==> src/rtl/vedic_mult_pipe.sv <==
// vedic_mult_pipe: 3-stage pipelined WIDTH x WIDTH multiplier built from Vedic (urdhva-tiryak) 2x2 cells.
// Latency 3 cycles from input transfer to out_valid, one pair per cycle; in_ready = !S1 valid | S1 advancing.
// Backpressure: out_ready low stalls S3, then S2, S1 and in_ready combinationally; full pipe holds unchanged.
// Ports: clk, rst_n (async active-low); in_valid/in_ready/a/b operand handshake;
//        out_valid/out_ready/p product handshake; busy = any stage holds a valid entry.
// Option: define VEDIC_SIGNED_EN to add sign_mode (1 = two's-complement operands); default build is unsigned only.
module vedic_mult_pipe #(
   parameter int WIDTH = 8  // 4, 8, 16 or 32
) (
   input  logic               clk,
   input  logic               rst_n,
   input  logic               in_valid,
   output logic               in_ready,
   input  logic [WIDTH-1:0]   a,
   input  logic [WIDTH-1:0]   b,
`ifdef VEDIC_SIGNED_EN
   input  logic               sign_mode,
`endif
   output logic               out_valid,
   input  logic               out_ready,
   output logic [2*WIDTH-1:0] p,
   output logic               busy
);
   localparam int H  = WIDTH / 2;
   // Tree level whose blocks are H bits wide, i.e. the four quadrant products.
   localparam int NL = $clog2(WIDTH) - 1;

   logic               r_s1_vld, r_s2_vld, r_s3_vld;
   logic [WIDTH-1:0]   r_s1_a, r_s1_b;
   logic [WIDTH-1:0]   r_s2_ll, r_s2_lh, r_s2_hl, r_s2_hh;
   logic [2*WIDTH-1:0] r_s3_p;

   logic               w_s1_en, w_s2_en, w_s3_en;
   logic [WIDTH-1:0]   w_a_mag, w_b_mag;
   logic [WIDTH-1:0]   w_ll, w_lh, w_hl, w_hh;
   logic [WIDTH:0]     w_cross;
   logic [2*WIDTH-1:0] w_sum, w_prod;

   // A stage may load when it is empty or its content leaves this cycle.
   assign w_s3_en   = !r_s3_vld || out_ready;
   assign w_s2_en   = !r_s2_vld || w_s3_en;
   assign w_s1_en   = !r_s1_vld || w_s2_en;
   assign in_ready  = w_s1_en;
   assign out_valid = r_s3_vld;
   assign p         = r_s3_p;
   assign busy      = r_s1_vld || r_s2_vld || r_s3_vld;

`ifdef VEDIC_SIGNED_EN
   logic w_a_neg, w_b_neg;
   logic r_s1_neg, r_s2_neg;

   assign w_a_neg = sign_mode & a[WIDTH-1];
   assign w_b_neg = sign_mode & b[WIDTH-1];
   // -2^(WIDTH-1) negates to itself, which read as unsigned is exactly its magnitude.
   assign w_a_mag = w_a_neg ? ({WIDTH{1'b0}} - a) : a;
   assign w_b_mag = w_b_neg ? ({WIDTH{1'b0}} - b) : b;
   assign w_prod  = r_s2_neg ? ({(2*WIDTH){1'b0}} - w_sum) : w_sum;

   always_ff @(posedge clk or negedge rst_n) begin
      if (!rst_n) begin
         r_s1_neg <= 1'b0;
         r_s2_neg <= 1'b0;
      end else begin
         if (w_s1_en && in_valid) r_s1_neg <= w_a_neg ^ w_b_neg;
         if (w_s2_en && r_s1_vld) r_s2_neg <= r_s1_neg;
      end
   end
`else
   assign w_a_mag = a;
   assign w_b_mag = b;
   assign w_prod  = w_sum;
`endif

   // Vedic decomposition, built bottom-up: level l holds every (a block i) x (b block j) product of
   // 2^l-bit blocks; level 1 is 2x2 cells, each higher level joins four products of the level below.
   for (genvar l = 1; l <= NL; l++) begin : g_lv
      localparam int S  = 2 ** l;
      localparam int NB = WIDTH / S;
      logic [NB*NB*2*S-1:0] w_lvl;
      for (genvar i = 0; i < NB; i++) begin : g_i
         for (genvar j = 0; j < NB; j++) begin : g_j
            localparam int E = (i*NB + j) * 2 * S;
            if (l == 1) begin : g_cell
               logic [1:0] w_x, w_y;
               logic       w_t0, w_t1a, w_t1b, w_t2, w_c;
               assign w_x   = r_s1_a[2*i +: 2];
               assign w_y   = r_s1_b[2*j +: 2];
               assign w_t0  = w_x[0] & w_y[0];
               assign w_t1a = w_x[1] & w_y[0];
               assign w_t1b = w_x[0] & w_y[1];
               assign w_t2  = w_x[1] & w_y[1];
               assign w_c   = w_t1a & w_t1b;
               assign w_lvl[E +: 4] = {w_t2 & w_c, w_t2 ^ w_c, w_t1a ^ w_t1b, w_t0};
            end else begin : g_join
               localparam int HS = S / 2;
               localparam int PN = 2 * NB;
               logic [S-1:0] w_pll, w_plh, w_phl, w_phh;
               logic [S:0]   w_x;
               assign w_pll = g_lv[l-1].w_lvl[((2*i)*PN + 2*j)*S +: S];
               assign w_plh = g_lv[l-1].w_lvl[((2*i)*PN + 2*j + 1)*S +: S];
               assign w_phl = g_lv[l-1].w_lvl[((2*i + 1)*PN + 2*j)*S +: S];
               assign w_phh = g_lv[l-1].w_lvl[((2*i + 1)*PN + 2*j + 1)*S +: S];
               // Cross sum keeps its carry bit before being shifted into place.
               assign w_x   = {1'b0, w_plh} + {1'b0, w_phl};
               assign w_lvl[E +: 2*S] = {w_phh, w_pll} + {{(HS-1){1'b0}}, w_x, {HS{1'b0}}};
            end
         end
      end
   end

   // Top level of the tree has a 2x2 block grid: (0,0)=aL*bL, (0,1)=aL*bH, (1,0)=aH*bL, (1,1)=aH*bH.
   assign w_ll = g_lv[NL].w_lvl[0       +: WIDTH];
   assign w_lh = g_lv[NL].w_lvl[WIDTH   +: WIDTH];
   assign w_hl = g_lv[NL].w_lvl[2*WIDTH +: WIDTH];
   assign w_hh = g_lv[NL].w_lvl[3*WIDTH +: WIDTH];

   assign w_cross = {1'b0, r_s2_lh} + {1'b0, r_s2_hl};
   assign w_sum   = {r_s2_hh, r_s2_ll} + {{(H-1){1'b0}}, w_cross, {H{1'b0}}};

   always_ff @(posedge clk or negedge rst_n) begin
      if (!rst_n) begin
         r_s1_vld <= 1'b0;
         r_s2_vld <= 1'b0;
         r_s3_vld <= 1'b0;
         r_s1_a   <= '0;
         r_s1_b   <= '0;
         r_s2_ll  <= '0;
         r_s2_lh  <= '0;
         r_s2_hl  <= '0;
         r_s2_hh  <= '0;
         r_s3_p   <= '0;
      end else begin
         if (w_s1_en) r_s1_vld <= in_valid;
         if (w_s1_en && in_valid) begin
            r_s1_a <= w_a_mag;
            r_s1_b <= w_b_mag;
         end
         if (w_s2_en) r_s2_vld <= r_s1_vld;
         if (w_s2_en && r_s1_vld) begin
            r_s2_ll <= w_ll;
            r_s2_lh <= w_lh;
            r_s2_hl <= w_hl;
            r_s2_hh <= w_hh;
         end
         if (w_s3_en) r_s3_vld <= r_s2_vld;
         if (w_s3_en && r_s2_vld) r_s3_p <= w_prod;
      end
   end

endmodule

==> config.mk <==
export PLATFORM = sky130hd
export DESIGN_NAME = vedic_mult_pipe
export DESIGN_NICKNAME = d
export VERILOG_FILES = /design/src/rtl/vedic_mult_pipe.sv
export SDC_FILE = /design/constraint.sdc
export NUM_CORES = 1
export LEC_CHECK = 0
export CAP_MARGIN = 20
export CORE_MARGIN = 2
export CORE_UTILIZATION = 56
export DETAILED_ROUTE_END_ITERATION = 16
export HOLD_SLACK_MARGIN = 0.02
export MAX_ROUTING_LAYER = met4
export PLACE_DENSITY = 0.84
export SYNTH_ARGS = -nofsm -noshare
export SYNTH_HDL_FRONTEND = slang
export SYNTH_SLANG_ARGS = --single-unit
==> constraint.sdc <==
create_clock -name clk -period 8.4 [get_ports clk]
set_input_delay 0.84 -clock clk [delete_from_list [all_inputs] [get_ports clk]]
set_output_delay 0.84 -clock clk [all_outputs]
set_load 0.02 [all_outputs]
==> summary.txt, run 1 <==
Yosys
  • Syn avg cell area: 10.5 um^2
  • Syn nets: 605
  • Most used DFF post-synth: dfrtp_1
  • Top cell type's share of synthesized area: 0.328
  • Synth Register Bits: 67
  • Post-synth EDFFs: 0
  • Netlist cell types: 36
  • Area contributors post-synth: dfrtp_1 (33%), ha_1 (21%), mux2_2 (7.7%), and2_1 (7.3%), xor2_1 (4.3%)
  • Ys async rst share: 1.00
  • Post-Syn Instances: 488
  • Synth Area in Compound Gates: 0.126
  • Warnings, synthesis: 0
  • Simple-gate share of the synthesized area: 0.138
  • XOR/XNOR share of the synthesized area: 0.0685
  • Mux cell area share after synthesis: 0.0770
  • Post-synthesis sequential area ratio: 0.328
  • Adder-cell area share of the yosys netlist: 0.252
  • Largest family of logic cells by synthesized area: adder cells
  • Post-synthesis cell area: 5120 um^2
  • Post-synth top area cell: dfrtp_1

Drt
  • Drt via density: 5.62
  • First-pass DRT Iterations: 4
  • Wirelength, routed: 9940 um
  • DRC Markers: 0
  • 1st-iter DRT viols: 120
  • DR WL/cell: 15.4 um
  • Via count: 3620
  • Antenna Violating Nets Remaining: 0

Flow run
  • # Max-Cap Violations: 0

Power
  • Lkg Pwr: 2.96 nW
  • Internal power: 1.12 mW
  • Gate power share: 0.611
  • Switching share of power: 0.446
  • Pwr Density: 350 nW/um^2
  • Clock power frac: 0.129
  • Worst IR Drop VDD: 0.142 mV
  • Switching pwr: 902 uW
  • Seq pwr share: 0.260

Global route
  • Initial antenna violation count: 0
  • First-pass GRT wire length: 17400 um
  • GRT Total Usage: 0.226
  • Total gr overflow: 0
  • Largest net degree at the start of global routing: 68
  • Vias in the first global route: 3663

Floorplanning
  • Core area: 8810 um^2
  • DIE HEIGHT: 99.6 um
  • Io pins: 39
  • Row Count: 34
  • Initial core utilization: 0.581
  • Die Area: 9920 um^2
  • Die width: 99.6 um

Worst setup path
  • Worst EP arrival: 3410 ps
  • CP required: 8650 ps
  • Critical Path End Type: flip-flop
  • Critical Path Source Type: flip-flop
  • Worst-path fanout max: 5
  • Kind of critical path: reg -> reg

CTS
  • Post-CTS setup buffers: 0
  • CTS Buffer Depth: 2
  • Post-CTS sizing: 0
  • H-tree levels: 3
  • Clk_lat worst skew: 360 ps
  • CTS Sinks: 67
  • CTS tree: done
  • CTS hold repair buffers: 0
  • Clock transition at path regs: 90 ps
  • CTS buffer count: 9
  • Clock root buffer: clkbuf_8

Placement
  • Routability Congestion: 0.909
  • IO buf count: 38
  • Post-DP HPWL: 7530 um
  • Placed Instances: 628

Cells and area
  • Antenna diodes: 0
  • Synthesis-to-finish area growth: 13.2%
  • Layout cells sized above 1: 0.121
  • Nets: 648
  • Post-Layout Cell Count: 644
  • Layout Utilization: 0.658

Timing
  • Max Clock Freq: 317 MHz
  • Measured slew at the worst slew-check pin: 842 ps
  • Final Skew: 10.1 ps
  • Final Max Slew Viols: 0
  • TNS Setup: 0 ps
  • Tmin final: 3160 ps
  • RSZ-0062 raised after global routing: no
  • Hold Vio Cnt, Final: 0
  • Period utilisation layout: 0.376
  • Final setup viols: 0
  • Slew margin rel.: 0.438

Run status
  • Status: finished, final reports clean

Worst hold path
  • Worst hold path class: reg -> reg
## worst max-delay path, cell delays in order, from the launching register on
cell       delay [ps]
dfrtp_1           360
ha_1              160
inv_1              50
fa_1              400
nor2b_1           130
o21ai_1            80
a21oi_1           210
a211oi_1           80
nor3_1            320
ha_1              290
nand2_2           110
a2111oi_4         340
nor3_1            120
xnor2_1           130
mux2_2            250
## synthesized netlist by cell type, types with 2 or more instances
cell and number:
or3_1 2, fa_1 10, and2_1 60, inv_1 6, nand4_1 3, dfrtp_1 67, a31oi_1 2, xnor2_1 15
mux2_2 35, ha_1 87, nor2b_1 3, xor2_1 25, nand2_2 2, nand2_1 43, o21ai_0 28, nor3_1 6
nand2b_1 4, a21o_1 28, a31o_2 4, clkbuf_1 6, o22ai_1 2, a21oi_1 26, a21oi_2 2, a211oi_1 2
nor2_1 6, o21ai_1 4
## layout make-up
class	instances	area, um^2
Multi-Input combinational cell	407	3380
Fill cell	724	3020
Sequential cell	67	1680
Timing Repair Buffer	40	390
Tap cell	108	135
Clock buffer	9	124
Clock inverter	7	60.1
Inverter	6	22.5
## logic make-up after synthesis
kind of cell | after synthesis
buffers and inverters | 14
muxes | 35
DFF | 67
and+or+nand+nor | 133
xor gates and xnor gates | 40
adders and majority gates | 97
AOI/OAI and AO/OA | 102
## cell usage in the layout (no fill, tap or decap), types with 2 or more instances in the layout
cell             instances
xor2_1                  25
a21o_1                  28
a31o_2                   4
inv_1                    6
a31oi_1                  2
nand2b_1                 4
fa_1                    10
clkinvlp_4               3
xnor2_1                 15
o21ai_0                 28
mux2_2                  35
clkdlybuf4s50_1         37
buf_4                    2
nor2b_1                  3
dfrtp_1                 67
nor2_1                   6
nor3_1                   6
and2_1                  60
clkbuf_8                 9
inv_6                    3
nand2_1                 43
o21ai_1                  4
a21oi_1                 26
nand2_2                  2
nand4_1                  3
a211oi_1                 2
ha_1                    87
o22ai_1                  2
or3_1                    2
a21oi_2                  2
## sequential cells by signal, summed over array words and instances (netlist names)
| register | flops |
|---|---|
| out_valid | 1 |
| p | 16 |
| r_s1_a | 8 |
| r_s1_b | 8 |
| r_s1_vld | 1 |
| r_s2_hh | 8 |
| r_s2_hl | 8 |
| r_s2_lh | 8 |
| r_s2_ll | 8 |
| r_s2_vld | 1 |
## final timing paths
kind	depth (start not counted)	slack [ps]	start	endpoint
max in group asynchronous	2	7190	rst_n	r_s2_hh[7]
max reg2reg	14	5240	r_s2_lh[0]	p[13]
min reg2reg	2	480	p[11]	p[11]
min	2	480	p[11]	p[11]
max	14	5240	r_s2_lh[0]	p[13]
min in group asynchronous	2	650	rst_n	r_s1_b[2]
## per-layer routing
layer / wire (um) / part of all wire / global-route usage / vias to the layer above
met5: 0 / 0 / - / -
met4: 201 / 0.020 / 0.0854 / 0
met3: 249 / 0.025 / 0.0260 / 16
met2: 4560 / 0.46 / 0.352 / 63
met1: 4930 / 0.50 / 0.304 / 1732
li1: - / - / - / 1809
## metrics by stage
| step | total power, mW | area [um^2] | hold slack [ps] | worst slack (ps) |
|---|---|---|---|---|
| 2_1_floorplan | 1.46 | 5120 | 446 | 5560 |
| 3_3_place_gp | 1.74 | 5610 | 461 | 5330 |
| 3_5_place_dp | 1.76 | 5610 | 469 | 5230 |
| 4_1_cts | 2.04 | 5790 | 487 | 5210 |
| 5_1_grt | 2.22 | 5790 | 513 | 4970 |
| 6_report | 2.02 | 5790 | 480 | 5240 |
## power groups by stage
| stage | logic, mW | registers [mW] | clock network (mW) |
|---|---|---|---|
| 2_1_floorplan | 0.914 | 0.549 | 0 |
| 3_3_place_gp | 1.21 | 0.528 | 0 |
| 3_5_place_dp | 1.23 | 0.535 | 0 |
| 4_1_cts | 1.24 | 0.528 | 0.269 |
| 5_1_grt | 1.40 | 0.544 | 0.275 |
| 6_report | 1.24 | 0.527 | 0.260 |
No activity file was read; power rests on OpenSTA's default activity.
==> run 2, diff against run 1 <==
==> constraint.sdc (replaced) <==
create_clock -name clk -period 2.96 [get_ports clk]
set_input_delay 0.296 -clock clk [delete_from_list [all_inputs] [get_ports clk]]
set_output_delay 0.296 -clock clk [all_outputs]
set_load 0.02 [all_outputs]
==> summary.txt, run 2 (synthesized netlist as in run 1, its figures left out) <==
Timing
  • Hold Vio Cnt, Final: 0 (unchanged)
  • Measured slew at the worst slew-check pin: 671 ps (-171 ps)
  • RSZ-0062 raised after global routing: yes
  • Final Max Slew Viols: 0 (unchanged)
  • Slew margin rel.: 0.551 (+0.113)
  • Max Clock Freq: 337 MHz (+6.5%)
  • Final setup viols: 1 (+1)
  • Tmin final: 2970 ps (-191 ps)
  • Final WS setup: -5.67 ps (-5250 ps)
  • Final Skew: 16.4 ps (+6.28 ps)
  • Period utilisation layout: 1.00 (+0.626)

Power
  • Internal power: 3.82 mW (+240%)
  • Seq pwr share: 0.222 (-0.038)
  • Lkg Pwr: 3.26 nW (+10%)
  • Pwr Density: 1020 nW/um^2 (+190%)
  • Gate power share: 0.658 (+0.047)
  • Total power: 6.69 mW (+230%)
  • Clock power frac: 0.119 (-0.010)
  • Switching pwr: 2.87 mW (+220%)
  • Worst IR Drop VDD: 0.593 mV (+320%)
  • Switching share of power: 0.430 (-0.0161)

Cells and area
  • Layout cells sized above 1: 0.301 (+0.180)
  • Multi-input gate area: 3650 um^2 (+8.1%)
  • Nets: 707 (+9.1%)
  • Most frequent cells in the layout: ha_1 (73), buf_4 (59), dfrtp_1 (58)
  • Most common cell after layout, fill and taps aside: ha_1
  • Antenna diodes: 0 (unchanged)
  • Layout Utilization: 0.743 (+0.0854)
  • Synthesis-to-finish area growth: 27.9%
  • FILL cells: 621 (-14%)
  • Max FFs per register: 16 (unchanged)
  • Register area: 1690 um^2 (+0.67%)
  • Post-Layout Cell Count: 703 (+9.2%)

Floorplanning
  • DIE HEIGHT: 99.6 um (unchanged)
  • Die Area: 9920 um^2 (unchanged)
  • Row Count: 34 (unchanged)
  • Core area: 8810 um^2 (unchanged)
  • Io pins: 39 (unchanged)
  • Die width: 99.6 um (unchanged)
  • Initial core utilization: 0.581 (unchanged)

Global route
  • Vias in the first global route: 3978 (+8.6%)
  • First-pass GRT wire length: 18600 um (+7.2%)
  • Initial antenna violation count: 0 (unchanged)
  • GRT Total Usage: 0.243 (+0.0174)
  • Total gr overflow: 0 (unchanged)
  • Largest net degree at the start of global routing: 53 (-22%)

CTS
  • Clock transition at path regs: 80 ps (about the same)
  • CTS Sinks: 67 (unchanged)
  • CTS buffer count: 9 (unchanged)
  • CTS tree: done
  • H-tree levels: 3 (unchanged)
  • Clock root buffer: clkbuf_8
  • CTS Buffer Depth: 2 (unchanged)
  • Clk_lat worst skew: 360 ps (about the same)

Worst setup path
  • Worst-path fanout max: 2 (-3)
  • Kind of critical path: reg -> reg
  • Critical path's slowest cell: a2111oi_4
  • Critical Path End Type: flip-flop
  • CP required: 3210 ps (-5440 ps)
  • Critical Path Source Type: flip-flop
  • Worst path max stage delay: 400 ps (about the same)
  • Worst path cell trace: ha_2 > inv_2 > fa_2 > nor2b_2 > o21ai_2 > a21oi_2 > a211oi_2 > xnor2_1 > ha_1 > nand2_2 > a2111oi_4 > nor3_2 > xnor2_1 > mux2_2
  • Worst Path Buf+Inv: 1 (unchanged)
  • Cell family with most CP delay: adder cells
  • Worst path most repeated cell: xnor2_1
  • Worst EP arrival: 3210 ps (-200 ps)

Placement
  • Routability Congestion: 0.895 (-1.6%)
  • DP Worst Slack: -115 ps (-5350 ps)
  • Post-DP HPWL: 8490 um (+13%)
  • Placed Instances: 667 (+6.2%)
  • IO buf count: 38 (unchanged)

Drt
  • 1st-iter DRT viols: 137 (+14%)
  • Via count: 3988 (+10%)
  • Drt via density: 5.67 (+0.92%)
  • DR WL/cell: 16.7 um (+8.3%)
  • Antenna Violating Nets Remaining: 0 (unchanged)
  • First-pass DRT Iterations: 4 (unchanged)
  • DRC Markers: 0 (unchanged)
  • Wirelength, routed: 11800 um (+18%)

Run status
  • Failing checks: setup timing
  • Status: finished with violations

Flow run
  • # Max-Cap Violations: 0 (unchanged)

Worst hold path
  • Worst hold path class: in -> async
==> run 2: cell count changes in the layout (fill, tap and decap cells not counted), moves of 4 or more <==
cell	before	now
and2_1	60	54
ha_1	87	73
dfrtp_1	67	58
a21oi_2	2	14
buf_4	2	59
fa_2	0	4
dfrtp_2	0	9
a21oi_1	26	14
fa_1	10	6
and2_4	0	6
ha_4	0	12
==> run 2: stage by stage <==
step	area, um^2	hold WS (ps)	setup TNS [ps]
after floorplan	5120	0.409	0
after global placement	5900	214	0
after detailed placement	5900	227	-312
after CTS	6230	371	0
after global routing	6540	400	-445
final	6540	389	-5.67
==> run 2: power groups by stage <==
stage | Sequential [mW] | Combinational, mW | Clock (mW)
CTS | 1.48 | 4.04 | 0.814
floorplan | 1.56 | 2.59 | 0
finish | 1.49 | 4.40 | 0.798
global placement | 1.48 | 3.72 | 0
detailed placement | 1.50 | 3.85 | 0
global route | 1.53 | 4.84 | 0.848
==> run 2: what timing repair did <==
action                                 in CTS  in global routing
endpoints found under the hold margin      14                  0
gates cloned                                0                  0
hold buffers                                1                  0
pin swaps                                   8                 29
setup buffers                              12                  7
setup endpoints to repair                   6                 12
resized for setup                          12                 48
==> run 2: final timing paths <==
check	start	endpoint	slack, ps	depth (start not counted)
min	rst_n	r_s1_a[3]	390	2
max reg2reg	r_s2_hl[0]	p[13]	-6	14
min in group clk	p[7]	p[7]	480	2
min reg2reg	p[7]	p[7]	480	2
max in group asynchronous	rst_n	p[1]	1870	3
max	r_s2_hl[0]	p[13]	-6	14
==> run 2: final cells by class <==
type	count	share of cell area
clock inverters	7	0.0120
well taps	108	0.0207
clock buffers	9	0.0189
repair buffers	99	0.128
multi-input cells	407	0.559
flip-flops and latches	67	0.258
inverters	6	0.00344
==> run 2: layer usage <==
layer  wire length [um]  part of all wire  vias up  global-route usage
li1                   -                 -     1936                   -
met1               4930              0.42     1928               0.287
met2               6130              0.52       90               0.423
met3                335             0.029       34              0.0372
met4                359             0.031        0              0.0832
met5                  0                 0        -                   -
==> run 3, diff against run 2 <==
--- a/config.mk
+++ b/config.mk
@@ -8,6 +8,7 @@
 export CAP_MARGIN = 20
 export CORE_MARGIN = 2
 export CORE_UTILIZATION = 56
+export CTS_BUF_LIST = sky130_fd_sc_hd__clkbuf_8
 export DETAILED_ROUTE_END_ITERATION = 16
 export HOLD_SLACK_MARGIN = 0.02
 export MAX_ROUTING_LAYER = met4
==> results of run 3 <==
No change in the layout: final DEF, timing and power equal those of run 2.
